**config.mk**
```make
export PLATFORM = sky130hd
export DESIGN_NAME = pr_bridge
export DESIGN_NICKNAME = d
export VERILOG_FILES = /design/src/rtl/pr_bridge_pkg.sv /design/src/rtl/pr_bridge_timer.sv /design/src/rtl/pr_bridge.sv
export SDC_FILE = /design/constraint.sdc
export NUM_CORES = 1
export LEC_CHECK = 0
export BUFFER_PORTS_ARGS = -buffer_cell sky130_fd_sc_hd__buf_2
export CAP_MARGIN = 10
export CORE_MARGIN = 10
export CORE_UTILIZATION = 50
export CTS_CLUSTER_SIZE = 28
export DETAILED_ROUTE_END_ITERATION = 8
export GPL_ROUTABILITY_DRIVEN = 0
export PLACE_DENSITY = 0.86
export SLEW_MARGIN = 30
export SYNTH_ARGS = -nofsm -noshare
export SYNTH_HDL_FRONTEND = slang
export SYNTH_SLANG_ARGS = --single-unit
```
**constraint.sdc**
```tcl
create_clock -name clk -period 3.7 [get_ports clk]
set_clock_uncertainty 0.15 [all_clocks]
set_input_delay 0.37 -clock clk [delete_from_list [all_inputs] [get_ports clk]]
set_output_delay 0.37 -clock clk [all_outputs]
set_load 0.1 [all_outputs]
```
**src/rtl/pr_bridge_pkg.sv**
```systemverilog
// Shared definitions for the processor bridge and its interval timer:
// default window bases, register word offsets, CTRL bit positions,
// Mode encodings and the timer state enum.
package pr_bridge_pkg;

  localparam logic [31:0] TIMER_BASE_DEF = 32'h0000_7F00;
  localparam logic [31:0] DEV_BASE_DEF   = 32'h0000_7F10;

  // Word offsets inside a 3-word window (offset 3 is a hole)
  localparam logic [1:0] OFF_CTRL   = 2'd0;
  localparam logic [1:0] OFF_PRESET = 2'd1;
  localparam logic [1:0] OFF_COUNT  = 2'd2;

  // CTRL bit positions
  localparam int CTRL_EN       = 0;
  localparam int CTRL_MODE_LSB = 1;
  localparam int CTRL_MODE_MSB = 2;
  localparam int CTRL_IM       = 3;

  // Mode encodings; anything other than auto-reload behaves as one-shot
  localparam logic [1:0] MODE_ONESHOT = 2'b00;
  localparam logic [1:0] MODE_AUTO    = 2'b01;

  typedef enum logic [1:0] {
    ST_IDLE = 2'd0,
    ST_LOAD = 2'd1,
    ST_CNT  = 2'd2,
    ST_INT  = 2'd3
  } tmr_state_e;

  // A 3-word window hits on its 16-byte block, excluding the last word.
  function automatic logic win_hit(input logic [31:2] addr, input logic [31:4] base);
    return (addr[31:4] == base) && (addr[3:2] != 2'b11);
  endfunction

endpackage

```
**src/rtl/pr_bridge_timer.sv**
```systemverilog
// pr_timer: three-register interval timer (CTRL, PRESET, COUNT) with a
// one-shot / auto-reload FSM and a maskable interrupt flag.
module pr_timer
  import pr_bridge_pkg::*;
(
  input  logic        clk,
  input  logic        reset,
  input  logic [3:2]  Addr,
  input  logic        WE,
  input  logic [31:0] WD,
  output logic [31:0] RD,
  output logic        IRQ
);

  tmr_state_e  state_q, state_d;
  logic [3:0]  ctrl_q, ctrl_d;
  logic [31:0] preset_q, preset_d;
  logic [31:0] count_q, count_d;
  logic        irq_flag_q, irq_flag_d;

  logic ctrl_we;
  logic preset_we;
  logic en;
  logic auto_mode;

  assign ctrl_we   = WE && (Addr == OFF_CTRL);
  assign preset_we = WE && (Addr == OFF_PRESET);
  assign en        = ctrl_q[CTRL_EN];
  assign auto_mode = (ctrl_q[CTRL_MODE_MSB:CTRL_MODE_LSB] == MODE_AUTO);
  assign IRQ       = ctrl_q[CTRL_IM] & irq_flag_q;

  // Register read mux; COUNT is read-only and offset 3 reads zero
  always_comb begin
    RD = 32'h0;
    case (Addr)
      OFF_CTRL:   RD = {28'h0, ctrl_q};
      OFF_PRESET: RD = preset_q;
      OFF_COUNT:  RD = count_q;
      default:    RD = 32'h0;
    endcase
  end

  // Next-state: software writes first, then the FSM; the FSM only clears
  // Enable when no CTRL write lands in the same cycle, and a firing INT
  // re-sets the flag so an interrupt is never lost to a coincident write.
  always_comb begin
    state_d    = state_q;
    ctrl_d     = ctrl_q;
    preset_d   = preset_q;
    count_d    = count_q;
    irq_flag_d = irq_flag_q;

    if (ctrl_we) begin
      ctrl_d     = WD[3:0];
      irq_flag_d = 1'b0;
    end
    if (preset_we) begin
      preset_d = WD;
    end

    case (state_q)
      ST_IDLE: begin
        if (en) state_d = ST_LOAD;
      end
      ST_LOAD: begin
        count_d = preset_q;
        state_d = ST_CNT;
        // Auto-reload flag is a single-cycle pulse ending here
        if (auto_mode) irq_flag_d = 1'b0;
      end
      ST_CNT: begin
        if (!en) begin
          state_d = ST_IDLE;
        end else if (count_q > 32'd1) begin
          count_d = count_q - 32'd1;
        end else begin
          count_d = 32'h0;
          state_d = ST_INT;
        end
      end
      ST_INT: begin
        irq_flag_d = 1'b1;
        if (auto_mode) begin
          state_d = ST_LOAD;
        end else begin
          if (!ctrl_we) ctrl_d[CTRL_EN] = 1'b0;
          state_d = ST_IDLE;
        end
      end
      default: state_d = ST_IDLE;
    endcase
  end

  // State and register update with asynchronous clear
  always_ff @(posedge clk or posedge reset) begin
    if (reset) begin
      state_q    <= ST_IDLE;
      ctrl_q     <= 4'h0;
      preset_q   <= 32'h0;
      count_q    <= 32'h0;
      irq_flag_q <= 1'b0;
    end else begin
      state_q    <= state_d;
      ctrl_q     <= ctrl_d;
      preset_q   <= preset_d;
      count_q    <= count_d;
      irq_flag_q <= irq_flag_d;
    end
  end

endmodule

```
**src/rtl/pr_bridge.sv**
```systemverilog
// pr_bridge: CPU-side address decode, read mux and interrupt wiring for
// the internal timer and one external device window.
// Build option: define PR_BRIDGE_DEV_EN to decode the external device
// window; without it the Dev ports are tied off and the window reads 0.
module pr_bridge
  import pr_bridge_pkg::*;
#(
  parameter logic [31:0] TIMER_BASE = TIMER_BASE_DEF,
  parameter logic [31:0] DEV_BASE   = DEV_BASE_DEF
) (
  input  logic        clk,
  input  logic        reset,
  input  logic [31:0] PrAddr,
  input  logic [31:0] PrWD,
  input  logic        PrWE,
  output logic [31:0] PrRD,
  output logic [7:2]  HWInt,
  output logic [1:0]  DevAddr,
  output logic [31:0] DevWD,
  output logic        DevWE,
  input  logic [31:0] DevRD,
  input  logic        DevInt
);

  logic        tmr_hit;
  logic        dev_hit;
  logic        tmr_irq;
  logic        dev_irq;
  logic [31:0] tmr_rd;
  logic        addr_unused;

  // Byte-lane bits play no part in word decode
  assign addr_unused = ^PrAddr[1:0];

  assign tmr_hit = win_hit(PrAddr[31:2], TIMER_BASE[31:4]);

`ifdef PR_BRIDGE_DEV_EN
  assign dev_hit = win_hit(PrAddr[31:2], DEV_BASE[31:4]);
  assign DevAddr = PrAddr[3:2];
  assign DevWD   = PrWD;
  assign DevWE   = PrWE & dev_hit & ~reset;
  assign dev_irq = DevInt;
`else
  logic dev_unused;
  assign dev_unused = ^{DevRD, DevInt, DEV_BASE};
  assign dev_hit    = 1'b0;
  assign DevAddr    = 2'b00;
  assign DevWD      = 32'h0;
  assign DevWE      = 1'b0;
  assign dev_irq    = 1'b0;
`endif

  pr_timer u_timer (
    .clk   (clk),
    .reset (reset),
    .Addr  (PrAddr[3:2]),
    .WE    (PrWE & tmr_hit),
    .WD    (PrWD),
    .RD    (tmr_rd),
    .IRQ   (tmr_irq)
  );

  // Read mux from the current address; unmapped reads return zero
  always_comb begin
    PrRD = 32'h0;
    if (tmr_hit) begin
      PrRD = tmr_rd;
    end else if (dev_hit) begin
      PrRD = DevRD;
    end
  end

  // Interrupt lines, forced low while reset is held
  always_comb begin
    HWInt = 6'b0;
    if (!reset) begin
      HWInt[2] = tmr_irq;
      HWInt[3] = dev_irq;
    end
  end

endmodule

```
== Yosys cells after proc, flatten, opt, wreduce, memory -nomap -nowiden ==
Cells that the tools add are included.

* Logic and storage cells: 47
* Output and inout bits: 73
* Input bits: 100
* Register bits after elaboration: 71

* Muxes and demuxes: 18
* Equality and inequality tests: 11
* Add/sub/neg operators: 1
* Bitwise operators: 2
* Reduce and logical (&&, ||, !) cells: 8
* Magnitude comparators: 1

{| class="wikitable"
|+ Operator list
! operator !! count
|-
| $mux W32 || 3
|-
| $pmux W32 S3 || 1
|-
| $pmux W32 S2 || 1
|-
| $gt A32 B1 Y1 const B || 1
|-
| $sub A32 B1 Y32 const B || 1
|-
| $eq A28 B11 Y1 const B || 1
|-
| $mux W1 || 8
|-
| $pmux W2 S4 || 1
|-
| $eq A2 B1 Y1 const B || 3
|-
| $eq A2 B2 Y1 const B || 3
|-
| $mux W2 || 3
|-
| $logic_not A2 Y1 || 2
|-
| $ne A2 B1 Y1 const B || 2
|-
| $reduce_and A2 Y1 || 2
|-
| $logic_and A1 B1 Y1 || 3
|-
| $ne A3 B3 Y1 const B || 1
|-
| $and A1 B1 Y1 || 2
|-
| $ne A2 B2 Y1 const B || 1
|-
| $pmux W1 S2 || 1
|-
| $reduce_bool A2 Y1 || 1
|}

== Logic depth before layout (Yosys ltp) ==
Gate-level depths: netlist of the first run.

* Depth after elaboration: 8
* Mapped depth: 10
* Depth with buffers taken out: 7

== Cells and area by module ==
Synthesis of the first run repeated with hierarchy kept, for this count alone.

* Cell total of the unflattened synthesis: 520
* Area, all modules: 5,106.1 um^2

{| class="wikitable"
|+ By module, submodules not included
! module !! cells each !! area each (um^2) !! instances !! sequential area each (um^2)
|-
| pr_timer || 390 || 4,051.4 || 1 || 1,776.7
|-
| pr_bridge || 130 || 1,054.8 || 1 || 0.0
|}

== Worst setup path after synthesis of the first run ==
OpenSTA, ideal clock, no wires.

* Kind: input-to-output
* Start: input reset
* End: output HWInt[2] (netlist name)
* Data arrival time: 2,825 ps
* Path slack: 355 ps
* Required time: 3,180 ps
* Path buffers: 0
* Cell stages on the path: 2
* Cells stage by stage: inv_1 and3_1

* Cells in the longest elaborated chain, start to end: 1

{| class="wikitable"
|+ Ends and longest elaborated chain
! item !! line !! source
|-
| from (decl) || pr_bridge.sv:12 || <nowiki>input logic reset,</nowiki>
|-
| $mux W1 || pr_bridge.sv:76 || <nowiki>if (!reset) begin</nowiki>
|-
| to (decl) || pr_bridge.sv:17 || <nowiki>output logic [7:2] HWInt,</nowiki>
|}

Every way passes these cells.

== Worst setup path in the final report of the first run ==
* Start: register u_timer.count_q[18]
* End: register u_timer.count_q[29]

* Cells in the longest elaborated chain, start to end: 4
* Elaborated cells between the ends (all ways): 5
* Those cells by class: 1 x add/sub; 1 x order compare; 3 x mux

{| class="wikitable"
|+ Ends and longest elaborated chain
! item !! line !! source
|-
| from (decl) || pr_bridge_timer.sv:18 || <nowiki>logic [31:0] count_q, count_d;</nowiki>
|-
| from (signal assigned) || pr_bridge_timer.sv:106 || <nowiki>count_q <= count_d;</nowiki>
|-
| $sub A32 B1 Y32 or $gt A32 B1 Y1 (tied branches) || pr_bridge_timer.sv:75, pr_bridge_timer.sv:74 ||
|-
| $mux W32 (*) || pr_bridge_timer.sv:74 || <nowiki>end else if (count_q > 32'd1) begin</nowiki>
|-
| $mux W32 (*) || pr_bridge_timer.sv:72 || <nowiki>if (!en) begin</nowiki>
|-
| $pmux W32 S2 (*) || pr_bridge_timer.sv:61 || <nowiki>case (state_q)</nowiki>
|}

Every way passes the cells marked *; elsewhere a longest branch is shown, timed or not. The select of a mux whose other input is x is not followed.
A chain may end at the register's enable or synchronous reset.

==> metrics.txt, run 1 <==
outcome=complete, no violations; crit path DAT=3.16 ns; HP Class=primary input to asynchronous set/reset pin; Avg WL per Cell=just under 20 um; clock power share=0.409; Clock Latency Late Sink=0.36 ns; Buf/Inv on CP=1; critical-path maximum fanout=11; Vias=4134; Most used DFF post-synth=dfrtp_1; worst r2r src=u_timer.count_q[18]; FF-to-FF path depth=7; drt pass-1 iters=5; clock root cell=clkbuf_8; count leader, synth=dfrtp_1; Initial Utilization=0.509; slowest cell on the critical path=or4_4; Vias/cell=6.10; slowest stage delay, CP=0.57 ns; synth-to-layout area growth=26.4%; Max Slew Vio Count=0; n_diodes=0; Resized Gates After CTS=0; Yosys Warn Count=0; Peak VDD IR=0.000232 V; count of final hold-check violations=0; total length of routed wires=13.1 mm; clock transition at the registers of the reported paths=0.08 ns; Synth async-reset ratio=1.00; top cells by count, synth=71 x dfrtp_1, 50 x nor2_1, 41 x a22oi_1, 41 x buf_4, 35 x mux2_2; Overflow after GRT=0; CTS Sinks=71; synth unique cells=55; post-synthesis instance total=474; DRC violation count after routing=0; Power Density=310 nW/um^2; Avg Inst Size Synth=9.31 um^2; first-pass GRT wire length=21.0 mm; H-Tree Depth=3; Setup violations, final=0; #FFs+latches synth=71; largest net degree at the start of global routing=72; core area=8680 um^2; Final period util=0.825; DIE WIDTH=114 um; DIE AREA=13000 um^2; largest cells by area after synthesis=dfrtp_1 40%, mux2_2 8.9%, a22oi_1 7.0%; Setup CP Type=flop to flop; combinational share of power=0.143; Yosys top cell area share=0.402; sequential share of the synthesized area=0.402; clk buf depth=2; crit path time final=3.05 ns; dominant cell type by area after synthesis=dfrtp_1; R2R Setup Slk=0.65 ns; Die H=about 110 um; vias in the first global route=4103; cells along the critical path=or4_4, or2_1, nor4_4, nor2_1, buf_4, and3_2, a211o_1; Sw Share=0.304; dpl hpwl=9.14 mm; Starting DRT DRC Count=340; net switching power=0.526 mW; initial antenna violation count=1; overall power=roughly 1.7 mW; CP top delay family=simple AND/OR/NAND/NOR gates; Worst Setup Start Kind=flop; Critical Path Sink Type=flop; share of layout cells above drive strength 1=0.321; worst slew pin tran=0.836 ns; post-route ant nets=0; leakage power=2.59 nW; hold_buf cts=0; R2R Path End=u_timer.count_q[29]; max_cap viols=0; Util after Layout=0.643; Filler Cells Inserted=649; Post-CTS Setup Bufs=0; Post-layout nets=667; EDFF count, synth=0; port bufs=97; io pins=173; Seq pwr share=0.448; FP Rows=34; Data required, critical path=3.80 ns; setup_tns=0 ns; fmax=~330 MHz; Slew headroom=0.441; cell area after synthesis=4410 um^2; P_int=1.20 mW; GRT Total Usage=0.195; CTS tree=built; RSZ-0062 raised after global routing=false; total CTS buffers=9
==> layout make-up <==
cell class,instances,area (um^2),area share
Inverter,11,41.3,0.00740
Timing Repair Buffer,111,1070,0.193
Clock inverter,5,81.3,0.0146
Clock buffer,11,141,0.0253
Multi-Input combinational cell,361,2330,0.417
Tap cell,108,135,0.0242
Sequential cell,71,1780,0.318
==> cell families after synthesis <==
family,after synthesis,share of synthesized area
AOI/OAI and AO/OA,122,0.191
adders and majority gates,2,0.00567
buffers and inverters,81,0.105
DFF,71,0.402
muxes,40,0.101
other,1,0.000850
and+or+nand+nor,157,0.194
==> power groups by stage <==
stage          Clock, mW  Sequential (mW)  Combinational, mW
6_report           0.706            0.775              0.247
4_1_cts            0.703            0.775              0.246
5_1_grt            0.745            0.775              0.258
3_3_place_gp           0            0.791              0.243
3_5_place_dp           0            0.791              0.245
2_1_floorplan          0            0.791              0.234
==> how the worst max path moves through the flow <==
stage                              startpoint             endpoint  slack (ns)  cells after the start
after CTS                 u_timer.count_q[18]  u_timer.count_q[29]        0.68                      7
after detailed placement  u_timer.count_q[18]  u_timer.count_q[29]        0.75                      7
final                     u_timer.count_q[18]  u_timer.count_q[29]        0.65                      7
after global placement    u_timer.count_q[18]  u_timer.count_q[29]        0.76                      7
after floorplan                         reset             HWInt[2]        0.35                      2
after global routing       u_timer.count_q[9]  u_timer.count_q[29]        0.44                      7
==> stage by stage <==
stage / cells / cell area [um^2] / hold WS [ns] / worst slack (ns)
after detailed placement: 662 / 5350 / 0.368 / 0.750
after global routing: 678 / 5580 / 0.0887 / 0.442
final: 678 / 5580 / 0.0747 / 0.646
after CTS: 678 / 5580 / 0.0866 / 0.679
after global placement: 662 / 5350 / 0.348 / 0.760
after floorplan: 513 / 4560 / 0.317 / 0.355
==> registers in the layout (all words and copies together) (netlist names) <==
register and cells:
u_timer.state_q 2, u_timer.count_q 32, u_timer.irq_flag_q 1, u_timer.ctrl_q 4
u_timer.preset_q 32
==> per-layer routing <==
metal / up-vias / track usage / routed length (um)
met2: 231 / 0.341 / 6740
li1: 1859 / - / -
met5: - / 0 / 13
met3: 24 / 0.0425 / 1180
met1: 2018 / 0.228 / 4930
met4: 2 / 0.0718 / 200
==> worst min-delay path: stages <==
cell   delay (ns)
buf_2        0.10
inv_2        0.09
buf_6        0.51
==> cell usage in the layout, fill, tap and decap left out, drive strengths merged, types with 4 or more instances in the layout <==
cell type    n
a21oi       20
a221o        6
a22oi       41
a32oi        4
buf        111
clkbuf      11
conb        40
dfrtp       71
inv         11
mux2        35
mux2i        5
nand2       25
nand2b       4
nand3       12
nor2        50
nor2b        5
nor3        13
nor4        16
nor4b        6
o211ai       4
o21ai       23
o22ai        4
o2bb2ai      5
or3          7
or4          6
No activity file was read; power rests on OpenSTA's default activity.
==> run 2: changes to the inputs <==
- ABC_AREA: default -> 1
- CORE_UTILIZATION: 50 -> 51
- PLACE_DENSITY: 0.86 -> 0.85
- clock period: 3.7 -> 3 ns (I/O delays scaled with it)
==> run 2 against run 1 <==
Setup slack got worse by 0.15 ns. Clock-buffer cell count did not move. Clock power rose by 16%. Register-to-register slack improved by 0.06 ns. First-iteration DRC count rose by 16%. Global-route usage rose by 0.19 points. Sequential share of layout area fell by 0.90 points. Core utilization fell by 5.0 points. Highest routed layer is now met4. Via count rose by 17%. Die area rose by 9.8%. Cell area rose by 2.9%. Largest power group unchanged. Worst hold slack got worse by 0.059 ns.
==> metrics.txt, run 2 <==
CTS Sinks=71 (unchanged); top cells by count, synth=287 x nand2_1, 75 x nor2_1, 71 x dfrtp_1 (was 71 x dfrtp_1, 50 x nor2_1, 41 x a22oi_1, 41 x buf_4, 35 x mux2_2); count of final hold-check violations=0 (unchanged); CTS tree=built (unchanged); Peak VDD IR=0.000224 V (was 0.000232 V); most common cell after layout, fill and taps aside=nand2_1 (was dfrtp_1); RSZ-0062 raised after global routing=false (unchanged); n_diodes=0 (unchanged); port bufs=97 (unchanged); initial antenna violation count=0 (was 1); HP Class=primary input to flop (was primary input to asynchronous set/reset pin); setup_tns=0 ns (unchanged); biggest regs=u_timer.count_q: 32 flops, u_timer.preset_q: 32 flops, u_timer.ctrl_q: 4 flops (unchanged); Worst Setup Start Kind=primary input (was flop); vias in the first global route=4799 (was 4103); total length of routed wires=14.0 mm (was 13.1 mm); largest cells by area after synthesis=dfrtp_1 35%, nand2_1 21%, buf_4 6.3% (was dfrtp_1 40%, mux2_2 8.9%, a22oi_1 7.0%); total CTS buffers=9 (unchanged); Data required, critical path=2.55 ns (was 3.80 ns); FP Rows=36 (was 34); largest net degree at the start of global routing=36 (was 72); Initial Utilization=0.520 (was 0.509); DRC violation count after routing=0 (unchanged); Vias=4857 (was 4134); Critical Path Sink Type=primary output (was flop); Place WS=0.504 ns (was 0.750 ns); Most used DFF post-synth=dfrtp_1 (unchanged); clock transition at the registers of the reported paths=0.08 ns (about the same); clk buf depth=2 (unchanged); R2R Setup Slk=0.71 ns (was 0.65 ns); Setup violations, final=0 (unchanged); post-route ant nets=0 (unchanged); Starting DRT DRC Count=393 (was 340); H-Tree Depth=3 (unchanged); core area=9680 um^2 (was 8680 um^2); first-pass GRT wire length=23.5 mm (was 21.0 mm); Worst Slack Setup Final=0.493 ns (was 0.646 ns); io pins=173 (unchanged); Setup CP Type=primary input to primary output (was flop to flop); Post-CTS Setup Bufs=0 (unchanged); crit path DAT=2.06 ns (was 3.16 ns); critical-path maximum fanout=14 (was 11); fmax=399 MHz; dominant cell type by area after synthesis=dfrtp_1 (unchanged); most frequent cells in the layout=287 x nand2_1, 97 x buf_2, 74 x nor2_1, 71 x dfrtp_1, 66 x inv_1 (was 71 x dfrtp_1, 65 x buf_2, 49 x nor2_1, 41 x a22oi_1, 40 x conb_1); Synth async-reset ratio=1.00 (unchanged); drt pass-1 iters=5 (unchanged); dpl hpwl=10.5 mm (was 9.14 mm); worst slew pin tran=0.702 ns (was 0.836 ns); Yosys top cell area share=0.353 (was 0.402); synth-to-layout area growth=14.0% (was 26.4%); FF-to-FF path depth=13 (was 7); GRT Total Usage=0.197 (was 0.195); Final period util=0.836; Hold Path Depth=3; DIE WIDTH=119 um (was 114 um); Sequential cell area=1780 um^2 (unchanged); Die H=119 um (was 114 um); worst r2r src=u_timer.count_q[0] (was u_timer.count_q[18]); Max Slew Vio Count=0 (unchanged); overall power=2.10 mW (was 1.73 mW); Avg Inst Size Synth=6.69 um^2 (was 9.31 um^2); clock root cell=clkbuf_8 (unchanged); crit path time final=approximately 2.5 ns; Avg WL per Cell=14.2 um (was 19.3 um); Vias/cell=4.91 (was 6.10); worst hold start=PrWD[28]; hold endpoint=u_timer.preset_q[28]; EDFF count, synth=0 (unchanged); Resized Gates After CTS=0 (unchanged); Slew headroom=0.531 (was 0.441); Post-layout nets=953 (was 667); max_cap viols=0 (unchanged); count leader, synth=nand2_1 (was dfrtp_1); synth unique cells=33 (was 55); #FFs+latches synth=71 (unchanged); DIE AREA=14300 um^2 (was 13000 um^2); sequential share of the synthesized area=0.353 (was 0.402); post-synthesis instance total=753 (was 474); Yosys Warn Count=0 (unchanged); area taken by multi-input logic gates=2720 um^2 (was 2330 um^2); Clock Latency Late Sink=0.36 ns (about the same); leakage power=3.14 nW (was 2.59 nW); cell area after synthesis=5040 um^2 (was 4410 um^2); outcome=complete, no violations (unchanged); Power Density=365 nW/um^2 (was 310 nW/um^2); Filler Cells Inserted=901 (was 649); share of layout cells above drive strength 1=0.204 (was 0.321); Overflow after GRT=0 (unchanged); R2R Path End=u_timer.count_q[27] (was u_timer.count_q[29])
[run 2: cell count changes in the layout (fill, tap and decap cells not counted), sizes merged, moves of 27 or more]
| cell | previous run | this run |
|---|---|---|
| inv | 11 | 69 |
| o21ai | 23 | 50 |
| nor2 | 50 | 97 |
| nand2 | 25 | 297 |
| mux2 | 35 | 0 |
| a22oi | 41 | 0 |
[run 2: worst max path at each step]
| stage | start | cells past startpoint | end |
|---|---|---|---|
| finish | PrAddr[29] | 10 | PrRD[0] |
| floorplan | PrAddr[27] | 8 | PrRD[2] |
| global route | PrAddr[19] | 10 | PrRD[1] |
| CTS | PrAddr[31] | 10 | PrRD[0] |
| detailed placement | PrAddr[31] | 10 | PrRD[0] |
| global placement | PrAddr[19] | 10 | PrRD[3] |
[run 2: where the power goes]
group          switching (mW)  internal (mW)
Sequential        0.000000202          0.956
Clock                   0.394          0.428
Combinational           0.276         0.0413
[run 2: critical path: stages]
cell and delay (ns):
buf_2 0.10, nor2_1 0.10, nand2_1 0.06, a21oi_1 0.12, nand2_1 0.08, nor2_2 0.14
inv_1 0.25, buf_4 0.27, a31oi_1 0.17, buf_2 0.46
[run 2: cell type report]
type | instances | area share
Clock buffer | 11 | 0.0264
Clock inverter | 5 | 0.00981
Inverter | 69 | 0.0451
Multi-Input combinational cell | 586 | 0.473
Sequential cell | 71 | 0.309
Tap cell | 133 | 0.0290
Timing Repair Buffer | 114 | 0.107
[run 2: timing repair]
item / in CTS / in global routing
hold buffers: 1 / 0
endpoints found under the setup margin: 0 / 0
endpoints found under the hold margin: 26 / 0
[run 2: cells by family (layout without fill, tap and decap cells)]
logic type | Yosys count | count (layout) | share of synthesized area
compound gates | 100 | 100 | 0.107
xor+xnor | 19 | 19 | 0.0330
fa+ha+maj | 2 | 2 | 0.00497
buf+inv | 135 | 199 | 0.138
flops | 71 | 71 | 0.353
other cells | 1 | 40 | 0.000744
simple gates | 425 | 425 | 0.364
[run 2: metrics by stage]
stage               hold WS [ns]  cells   util  cell area [um^2]
CTS                       0.0130    989  0.593              5740
global route              0.0294    989  0.593              5740
finish                    0.0154    989  0.593              5740
floorplan                  0.283    792      -              5180
detailed placement         0.265    972  0.570              5520
global placement           0.262    972  0.570              5520
[run 2: metal layers]
layer	track usage	share of wire	vias up	wire (um)
met5	0	0	-	0
met4	0.0573	0.013	0	182
li1	-	-	2453	-
met3	0.0359	0.078	18	1090
met2	0.331	0.48	206	6710
met1	0.253	0.43	2180	6020
==> run 3: changes to the inputs <==
- CORE_UTILIZATION: 51 -> 46
- PLACE_DENSITY: 0.85 -> 0.81
- clock period: 3 -> 2.28 ns (I/O delays scaled with it)
==> run 3 against run 2 <==
Largest power group unchanged. Largest cell class unchanged. Sequential share of layout area decreased by 4.2 points. Highest routed layer unchanged. Setup slack worse by 0.29 ns. Combinational power grew 48%. Non-clock buffer count up 31.
==> metrics.txt, run 3 (synthesized netlist as in run 2, its figures left out) <==
Vias/cell=4.95 (was 4.91); Worst Setup Start Kind=flop (was primary input); total length of routed wires=14.4 mm (was 14.0 mm); clk buf depth=2 (unchanged); total CTS buffers=9 (unchanged); share of layout cells above drive strength 1=0.201 (was 0.204); FP Rows=38 (was 36); worst slew pin tran=0.559 ns (was 0.702 ns); FF-to-FF path depth=11 (was 13); most frequent cells in the layout=287 x nand2_1, 74 x nor2_1, 71 x dfrtp_1, 66 x inv_1, 65 x buf_2 (was 287 x nand2_1, 97 x buf_2, 74 x nor2_1, 71 x dfrtp_1, 66 x inv_1); Post-layout nets=984 (was 953); leakage power=3.38 nW (was 3.14 nW); wire length on met3=1.22 mm (was 1.09 mm); post-route ant nets=0 (unchanged); worst r2r src=u_timer.count_q[0] (unchanged); Critical Path Sink Type=flop (was primary output); DIE AREA=15500 um^2 (was 14300 um^2); largest net degree at the start of global routing=65 (was 36); count of final hold-check violations=0 (unchanged); Final period util=0.909; HP Class=primary input to asynchronous set/reset pin (was primary input to flop); clock transition at the registers of the reported paths=0.08 ns (about the same); crit path DAT=2.18 ns (was 2.06 ns); Die H=125 um (was 119 um); Peak VDD IR=0.000414 V (was 0.000224 V); synth-to-layout area growth=32.1% (was 14.0%); routed wl met2=7.11 mm (was 6.71 mm); first-pass GRT wire length=24.3 mm (was 23.5 mm); Setup violations, final=0 (unchanged); Overflow after GRT=0 (unchanged); Worst Slack Setup Final=0.207 ns (was 0.493 ns); io pins=173 (unchanged); vias in the first global route=5104 (was 4799); M1 WL=5.81 mm (was 6.02 mm); max_cap viols=0 (unchanged); placed cells=974 (was 972); critical-path maximum fanout=6 (was 14); CTS Sinks=71 (unchanged); Starting DRT DRC Count=381 (was 393); most common cell after layout, fill and taps aside=nand2_1 (unchanged); n_diodes=0 (unchanged); Clock Latency Late Sink=0.37 ns (was 0.36 ns); R2R Setup Slk=0.21 ns (was 0.71 ns); Util after Layout=0.617 (was 0.593); H-Tree Depth=3 (unchanged); RSZ-0062 raised after global routing=false (unchanged); CTS tree=built (unchanged); Final Non-Filler Cells=1027 (was 989); Vias=5082 (was 4857); drt pass-1 iters=5 (unchanged); Initial Utilization=0.467 (was 0.520); Avg WL per Cell=14.0 um (was 14.2 um); Area after DPL=6070 um^2 (was 5520 um^2); max layer used=met4 (unchanged); GRT Total Usage=0.182 (was 0.197); DRC violation count after routing=0 (unchanged); R2R Path End=u_timer.count_q[28] (was u_timer.count_q[27]); DIE WIDTH=125 um (was 119 um); Power Density=435 nW/um^2 (was 365 nW/um^2); biggest regs=u_timer.count_q: 32 flops, u_timer.preset_q: 32 flops, u_timer.ctrl_q: 4 flops (unchanged); dpl hpwl=10.2 mm (was 10.5 mm); Max Slew Vio Count=0 (unchanged); port bufs=97 (unchanged); core area=10800 um^2 (was 9680 um^2); crit path time final=2.07 ns; Data required, critical path=2.39 ns (was 2.55 ns); fmax=482 MHz; initial antenna violation count=0 (unchanged); outcome=complete, no violations (unchanged); clock root cell=clkbuf_8 (unchanged); worst setup path startpoint=u_timer.count_q[0] (was PrAddr[29]); Filler Cells Inserted=903 (was 901); Slew headroom=0.628 (was 0.531); Setup CP Type=flop to flop (was primary input to primary output); fin area=6660 um^2 (was 5740 um^2); Place WS=0.208 ns (was 0.504 ns)
-- run 3: per-layer routing --
layer	global-route usage	vias to the layer above
met3	0.0485	28
met4	0.0596	0
met1	0.218	2329
li1	-	2513
met5	0	-
met2	0.308	212
-- run 3: layout make-up --
type	instances	area (um^2)	share of cell area
inverters	69	259	0.0389
multi-input cells	586	2740	0.412
clock inverters	6	93.8	0.0141
repair buffers	145	1480	0.223
flip-flops and latches	71	1780	0.267
clock buffers	10	128	0.0192
well taps	140	175	0.0263
-- run 3: per-stage QoR --
step                      setup TNS [ns]  hold WS, ns  power, mW
after global routing                   0        0.159       2.98
after detailed placement               0      -0.0178       1.71
final                                  0        0.161       2.90
after global placement                 0      -0.0178       1.70
after floorplan                   -14.74        0.211       1.67
after CTS                              0        0.150       2.89
-- run 3: repair_timing --
action / CTS / global route
buffers inserted: 0 / 4
gates resized for setup: 0 / 1
endpoints found under the hold margin: 104 / 0
hold buffers: 33 / 0
setup endpoints to repair: 0 / 12
-- run 3: power breakdown --
| group | leakage (nW) | switching (mW) | internal (mW) | total [mW] |
|---|---|---|---|---|
| logic | 2.29 | 0.373 | 0.0986 | 0.472 |
| registers | 0.987 | 0.000000248 | 1.26 | 1.26 |
| clock network | 0.107 | 0.544 | 0.624 | 1.17 |
-- run 3: how the worst max path moves through the flow --
stage | endpoint | cells past startpoint | slack, ns
global placement | PrRD[0] | 10 | 0.25
CTS | u_timer.count_q[8] | 12 | 0.15
finish | u_timer.count_q[28] | 11 | 0.21
global route | u_timer.count_q[24] | 14 | 0.06
detailed placement | u_timer.count_q[9] | 12 | 0.21
floorplan | PrRD[10] | 8 | -0.54
-- run 3: critical path, cell delays in order (launching register included) --
cell and delay [ns]:
dfrtp_1 0.45, inv_1 0.13, ha_2 0.24, nand2_2 0.12, nor2_4 0.22, nand2_2 0.11
nor2_1 0.17, nand3_1 0.09, nand3_1 0.10, nand2_1 0.06, nand2_1 0.06, nand2_1 0.05
